<file path="config.mk">
export PLATFORM = sky130hd
export DESIGN_NAME = spi_slave_reg_ctrl
export DESIGN_NICKNAME = d
export VERILOG_FILES = /design/src/rtl/spi_slave_reg_ctrl.sv
export SDC_FILE = /design/constraint.sdc
export NUM_CORES = 1
export LEC_CHECK = 0
export CORE_MARGIN = 2
export CORE_UTILIZATION = 50
export DETAILED_ROUTE_END_ITERATION = 10
export GPL_TIMING_DRIVEN = 0
export PLACE_DENSITY = 0.84
export SYNTH_ARGS = -nofsm -noshare
export SYNTH_HDL_FRONTEND = slang
export SYNTH_SLANG_ARGS = --single-unit
</file>
<file path="constraint.sdc">
create_clock -name clk_i -period 3.6 [get_ports clk_i]
set_clock_uncertainty 0.15 [all_clocks]
set_input_delay 0.72 -clock clk_i [delete_from_list [all_inputs] [get_ports clk_i]]
set_output_delay 0.72 -clock clk_i [all_outputs]
set_load 0.01 [all_outputs]
</file>
<file path="src/rtl/spi_slave_reg_ctrl.sv">
// rtl/spi_slave_reg_ctrl.sv - SPI slave frame sequencer driving an 8-bit register bus
module spi_slave_reg_ctrl #(
    parameter int unsigned ADDR_W      = 7,
    parameter logic [7:0]  STATUS_BYTE = 8'hA5
) (
    input  logic              clk_i,
    input  logic              rst_i,
    input  logic              en_i,
    input  logic              spi_rdy_i,
    output logic              spi_rdy_ack_o,
    input  logic [7:0]        spi_data_i,
    output logic [7:0]        spi_data_o,
    input  logic              spi_first_byte_i,
    input  logic              spi_last_byte_i,
    output logic              spi_last_byte_ack_o,
    output logic [ADDR_W-1:0] reg_addr_o,
    output logic [7:0]        reg_wdata_o,
    output logic              reg_we_o,
    output logic              reg_re_o,
    input  logic [7:0]        reg_rdata_i,
    output logic              frame_active_o,
    output logic [7:0]        byte_cnt_o
);

    typedef enum logic [2:0] {
        S_IDLE,
        S_CMD_HOLD,
        S_RD_ISSUE,
        S_RD_CAPT,
        S_XFER,
        S_DATA_HOLD
    } state_t;

    state_t            state_q, state_d;
    logic [1:0]        hold_q, hold_d;
    logic              is_read_q, is_read_d;
    logic [ADDR_W-1:0] addr_q, addr_d;
    logic [7:0]        txd_q, txd_d;
    logic [7:0]        wdata_q, wdata_d;
    logic [7:0]        cnt_q, cnt_d;
    logic              rdy_ack_q, rdy_ack_d;
    logic              last_ack_q, last_ack_d;
    logic              we_q, we_d;
    logic              active_q, active_d;
    logic              rdy_ok;
    logic              last_ok;

    // Ready is still asserted by the slave for two edges after our ack; hold_q masks it.
    assign rdy_ok  = spi_rdy_i && (hold_q == 2'd0);
    assign last_ok = spi_last_byte_i && !last_ack_q;

    always_comb begin
        state_d    = state_q;
        hold_d     = (hold_q != 2'd0) ? hold_q - 2'd1 : 2'd0;
        is_read_d  = is_read_q;
        addr_d     = we_q ? addr_q + ADDR_W'(1) : addr_q;
        txd_d      = txd_q;
        wdata_d    = wdata_q;
        cnt_d      = cnt_q;
        rdy_ack_d  = 1'b0;
        last_ack_d = 1'b0;
        we_d       = 1'b0;
        active_d   = active_q;

        case (state_q)
            S_IDLE: begin
                txd_d = STATUS_BYTE;
                if (rdy_ok) begin
                    rdy_ack_d = 1'b1;
                    hold_d    = 2'd2;
                    if (spi_first_byte_i) begin
                        addr_d    = spi_data_i[ADDR_W-1:0];
                        is_read_d = spi_data_i[7];
                        cnt_d     = 8'd0;
                        active_d  = 1'b1;
                        state_d   = S_CMD_HOLD;
                    end
                end else if (last_ok) begin
                    last_ack_d = 1'b1;
                end
            end
            S_CMD_HOLD, S_DATA_HOLD: begin
                if (hold_q <= 2'd1) begin
                    state_d = is_read_q ? S_RD_ISSUE : S_XFER;
                end
            end
            S_RD_ISSUE: begin
                state_d = S_RD_CAPT;
            end
            S_RD_CAPT: begin
                txd_d   = reg_rdata_i;
                addr_d  = addr_q + ADDR_W'(1);
                state_d = S_XFER;
            end
            S_XFER: begin
                // A pending word always wins over end-of-frame.
                if (rdy_ok) begin
                    rdy_ack_d = 1'b1;
                    hold_d    = 2'd2;
                    cnt_d     = (cnt_q != 8'hFF) ? cnt_q + 8'd1 : cnt_q;
                    if (!is_read_q) begin
                        we_d    = 1'b1;
                        wdata_d = spi_data_i;
                    end
                    state_d = S_DATA_HOLD;
                end else if (last_ok) begin
                    last_ack_d = 1'b1;
                    active_d   = 1'b0;
                    txd_d      = STATUS_BYTE;
                    state_d    = S_IDLE;
                end
            end
            default: begin
                state_d = S_IDLE;
            end
        endcase

        if (!en_i) begin
            state_d    = S_IDLE;
            hold_d     = 2'd0;
            rdy_ack_d  = 1'b0;
            last_ack_d = 1'b0;
            we_d       = 1'b0;
            active_d   = 1'b0;
            txd_d      = STATUS_BYTE;
        end
    end

    always_ff @(posedge clk_i or posedge rst_i) begin
        if (rst_i) begin
            state_q    <= S_IDLE;
            hold_q     <= 2'd0;
            is_read_q  <= 1'b0;
            addr_q     <= '0;
            txd_q      <= STATUS_BYTE;
            wdata_q    <= 8'd0;
            cnt_q      <= 8'd0;
            rdy_ack_q  <= 1'b0;
            last_ack_q <= 1'b0;
            we_q       <= 1'b0;
            active_q   <= 1'b0;
        end else begin
            state_q    <= state_d;
            hold_q     <= hold_d;
            is_read_q  <= is_read_d;
            addr_q     <= addr_d;
            txd_q      <= txd_d;
            wdata_q    <= wdata_d;
            cnt_q      <= cnt_d;
            rdy_ack_q  <= rdy_ack_d;
            last_ack_q <= last_ack_d;
            we_q       <= we_d;
            active_q   <= active_d;
        end
    end

    assign spi_rdy_ack_o       = rdy_ack_q;
    assign spi_last_byte_ack_o = last_ack_q;
    assign spi_data_o          = txd_q;
    assign reg_addr_o          = addr_q;
    assign reg_wdata_o         = wdata_q;
    assign reg_we_o            = we_q;
    assign reg_re_o            = en_i && (state_q == S_RD_ISSUE);
    assign frame_active_o      = active_q;
    assign byte_cnt_o          = cnt_q;

endmodule

</file>
* Word-level counts from Yosys, hierarchy flattened *
Index checks and enable logic that the tools add are counted.
W data, S select, Z words.

operators by class
  reductions and logical operators = 16
  bitwise gates (word level) = 1
  add/subtract/negate cells = 3
  muxes and demuxes = 42
  magnitude comparators = 1
  equality and inequality tests = 18

operator list
  operator               count
  $mux W8                7
  $pmux W8 S3            1
  $mux W3                7
  $mux W7                3
  $mux W1                16
  $pmux W8 S2            1
  $ne A3 B3 Y1 const B   5
  $pmux W3 S5            1
  $pmux W7 S2            1
  $reduce_and A5 Y1      2
  $reduce_and A3 Y1      3
  $add A8 B1 Y8 const B  1
  $mux W2                4
  $ne A2 B2 Y1 const B   4
  $ne A8 B8 Y1 const B   1
  $add A7 B1 Y7 const B  1
  $eq A3 B2 Y1 const B   2
  $eq A3 B3 Y1 const B   2
  $ne A4 B1 Y1 const B   1
  $ne A4 B4 Y1 const B   1
  $reduce_and A4 Y1      1
  $reduce_bool A2 Y1     2
  $reduce_or A2 Y1       2
  $eq A3 B1 Y1 const B   1
  other kinds (9)        11

word-level totals
  output and inout port bits = 36
  input port bits = 22
  register bits after elaboration = 41
  word-level logic and storage cells = 92

* Longest topological paths before layout *
  depth after elaboration = 6
  depth in mapped cells = 7
  gate-level depth less buffers = 5

* Least setup slack after synthesis *
Ideal clock, no wire load.

  path kind = input-to-reg
  from = input port spi_rdy_i
  to = register addr_q[1] (netlist: reg_addr_o[1])
  setup time = 0.126 ns
  setup slack = 1.213 ns
  arrival = 2.111 ns
  stages on the path = 5
  data required time = 3.324 ns
  path buffers = 1
  cell sequence = or3b_1 or4_1 buf_2 a21o_1 a221o_1

between the ends
  word-level cells in the longest chain between the ends = 3

ends and longest elaborated chain
  element               RTL line  text
  start, declared       9         input logic spi_rdy_i,
  $logic_and A1 B1 Y1   49        assign rdy_ok = spi_rdy_i && (hold_q == 2'd0);
  $mux W7               68        if (rdy_ok) begin
  $pmux W7 S2           65        case (state_q)
  via addr_d[1]         37        logic [ADDR_W-1:0] addr_q, addr_d;
  end signal, assigned  146       addr_q <= addr_d;
  end, declared         37

The timed path passes the listed nets, and every way through them passes these cells.
A chain may end at the register's enable or synchronous reset.

* Worst setup path in the final report *
  from = register state_q[2]
  to = output port reg_re_o

between the ends
  word-level cells in the longest chain between the ends = 2

ends and longest elaborated chain
  element                 RTL line  text
  start, declared         34        state_t state_q, state_d;
  start signal, assigned  143       state_q <= state_d;
  $eq A3 B2 Y1            163       assign reg_re_o = en_i && (state_q == S_RD_ISSUE);
  $logic_and A1 B1 Y1     163
  end, declared           19        output logic reg_re_o,

Every way passes these cells.

==> qor.yml <==
layout_commonest_cell: "clkdlybuf4s50_1"
clkLatencyLatePin_ps: 300
path_clk_slew_ps: 80
regToRegSetupSlack_ps: 1240
register_area_mm2: 0.00103
hp-class: "reg2reg"
p_leak_nw: 1.17
ioPinCount: 58
synth_edf_count: 0
drt_first_pass_iters: 4
cts_htree_levels: 2
dieHeight_um: 66.9
synth_nets: 208
muxShareOfSynthArea: 0.0455
powerDensity_mw_per_mm2: 556
relSlewSlack: 0.353
synthXorXnorAreaFrac: 0.0177
ys.warnings.count: 0
numPortBuffers: 57
synth_seq_cells: 41
path_class: "reg2out"
drcViolationCount: 0
ctsHoldBuffers: 0
worstPathArrival_ps: 2130
reg2reg_from: "byte_cnt_o[0]"
nets: 272
drv_cap: 0
antenna_cells: 0
ant_nets: 0
crit_path_end: "reg_re_o"
grt_max_degree: 42
dpl.cell_count: 289
viasPerCell: 5.86
min_period_ps: 3000
r2r_end: "byte_cnt_o[2]"
setup_viol: 0
antenna_found_initial: 0
tightest_slew_ps: 963
fill_cells: 281
grt.overflow.total: 0
rsz0062_at_grt: "no"
die_area_mm2: 0.00448
status: "finished clean"
synth_compound_area_frac: 0.189
hold_viol: 0
grt_pass1_vias: 1646
required_ps: 2730
rows: 22
crit_path_end_kind: "output port"
startpoint: "state_q[2]"
initial_core_util: 0.529
die_width_um: 66.9
cts-buffers-inserted: 5
drv_slew: 0
synth_top_flop_cell: "dfrtp_1"
cts_tree: "built"
place_congestion: 0.917
synth-simple-area-share: 0.185
place_hpwl_um: 3240
grt_usage: 0.234
ys_types: 49
fin_tns_setup_ps: 0
finalCritPeriodShare: 0.832
synth_area_mm2: 0.00198
synth_top_family_by_area: "compound AO/OA/AOI/OAI gates"
cts_setup_buffers: 0
critPathMaxFanout: 10
clock-sinks: 41
num_vias: 1740
yosys.area_share.adder: 0.0126
grt_pass1_wl_um: 7790
async_flop_share: 1.00
routed_wl_um: 4690
drive_gt1_frac: 0.120
worst-r2r-cell-count: 5
cp-start-kind: "flop"
multi_input_area_um2: 891
ys_seq_area_frac: 0.521
fmax_mhz: 334
avgSynthCellArea_um2: 10.8
clock-root-buffer: "clkbuf_8"
area_growth_pct: 37.5
post_drt_wl_per_cell_um: 15.8
synthCells: 184
cts_max_path_buffers: 2
drt_iter0_markers: 135
peakVddDrop_v: 0.000382
final_cells: 297
cts_resized: 0
fp.coreArea_mm2: 0.00374
final_cell_mix: "clkdlybuf4s50_1 (57), dfrtp_1 (37), nand2_1 (14), nor2_1 (13), o21ai_0 (12)"
-- synth_stat cells (all sizes together) (3+ instances only) --
master  instances  share of area
nand3           8          0.020
dfstp           4          0.053
nor3            3         0.0076
nor2           13          0.025
and3            6          0.020
o21ai          12          0.030
inv             3         0.0057
a221o           3          0.015
nand2          14          0.027
xor2            4          0.018
buf             4          0.016
clkbuf          4         0.0076
o31ai           7          0.027
o22a            4          0.018
mux2            8          0.045
dfrtp          37           0.47
a21oi           5          0.013
nor3b           3          0.011
a22o            4          0.018
-- registers in the layout (all words and copies together) (netlist names), 2 cells and up --
signal       flops
spi_data_o       8
reg_wdata_o      8
byte_cnt_o       8
state_q          3
hold_q           2
reg_addr_o       7
-- worst min-delay path by stage --
stage / startpoint / endpoint / cells after the start
floorplan: hold_q[0] / hold_q[0] / 1
global placement: hold_q[0] / hold_q[0] / 1
detailed placement: hold_q[0] / hold_q[0] / 1
CTS: hold_q[0] / hold_q[0] / 1
global route: hold_q[0] / hold_q[0] / 1
finish: hold_q[0] / hold_q[0] / 1
-- where the power goes --
part	switching, W	internal (W)
clock network	0.000165	0.000208
logic	0.000220	0.000282
registers	0.0000844	0.000554
total	0.000470	0.00104
-- per-layer routing --
metal  track usage  wire, um  share of wire
met1         0.334      2140           0.46
met2         0.340      2150           0.46
met3        0.0659       336          0.072
met4        0.0791        69          0.015
met5             0         0              0
-- layout make-up --
type / instances / area share
buffer: 8 / 0.0175
clock buffer: 6 / 0.0267
timing repair buffer: 57 / 0.210
inverter: 3 / 0.00414
multi-input combinational: 132 / 0.327
sequential: 41 / 0.379
clock inverter: 2 / 0.0142
tap: 48 / 0.0221
-- cells by family (layout without fill, tap and decap cells) --
family,count (synthesis),in the layout
AO/OA/AOI/OAI,51,51
XOR/XNOR,4,4
adder cells (fa/ha/maj),2,2
buffers and inverters,11,76
flip-flops,41,41
multiplexers,8,8
AND/OR/NAND/NOR,67,67
-- stage by stage --
step	hold slack, ps	total power (W)	cell area, um2	utilization	setup slack [ps]
2_1_floorplan	299	0.000888	1980	-	1210
3_3_place_gp	326	0.00113	2610	0.698	577
3_5_place_dp	338	0.00114	2610	0.698	557
4_1_cts	351	0.00152	2720	0.727	610
5_1_grt	370	0.00159	2720	0.727	464
6_report	350	0.00151	2720	0.727	604
-- critical path, cell delays in order (launching register included) --
cell             delay [ps]
dfrtp_1                 320
clkbuf_1                280
clkbuf_1                390
nor2_1                  140
and3_2                  230
clkdlybuf4s50_1         470
Power figures use the tool's default switching activity.
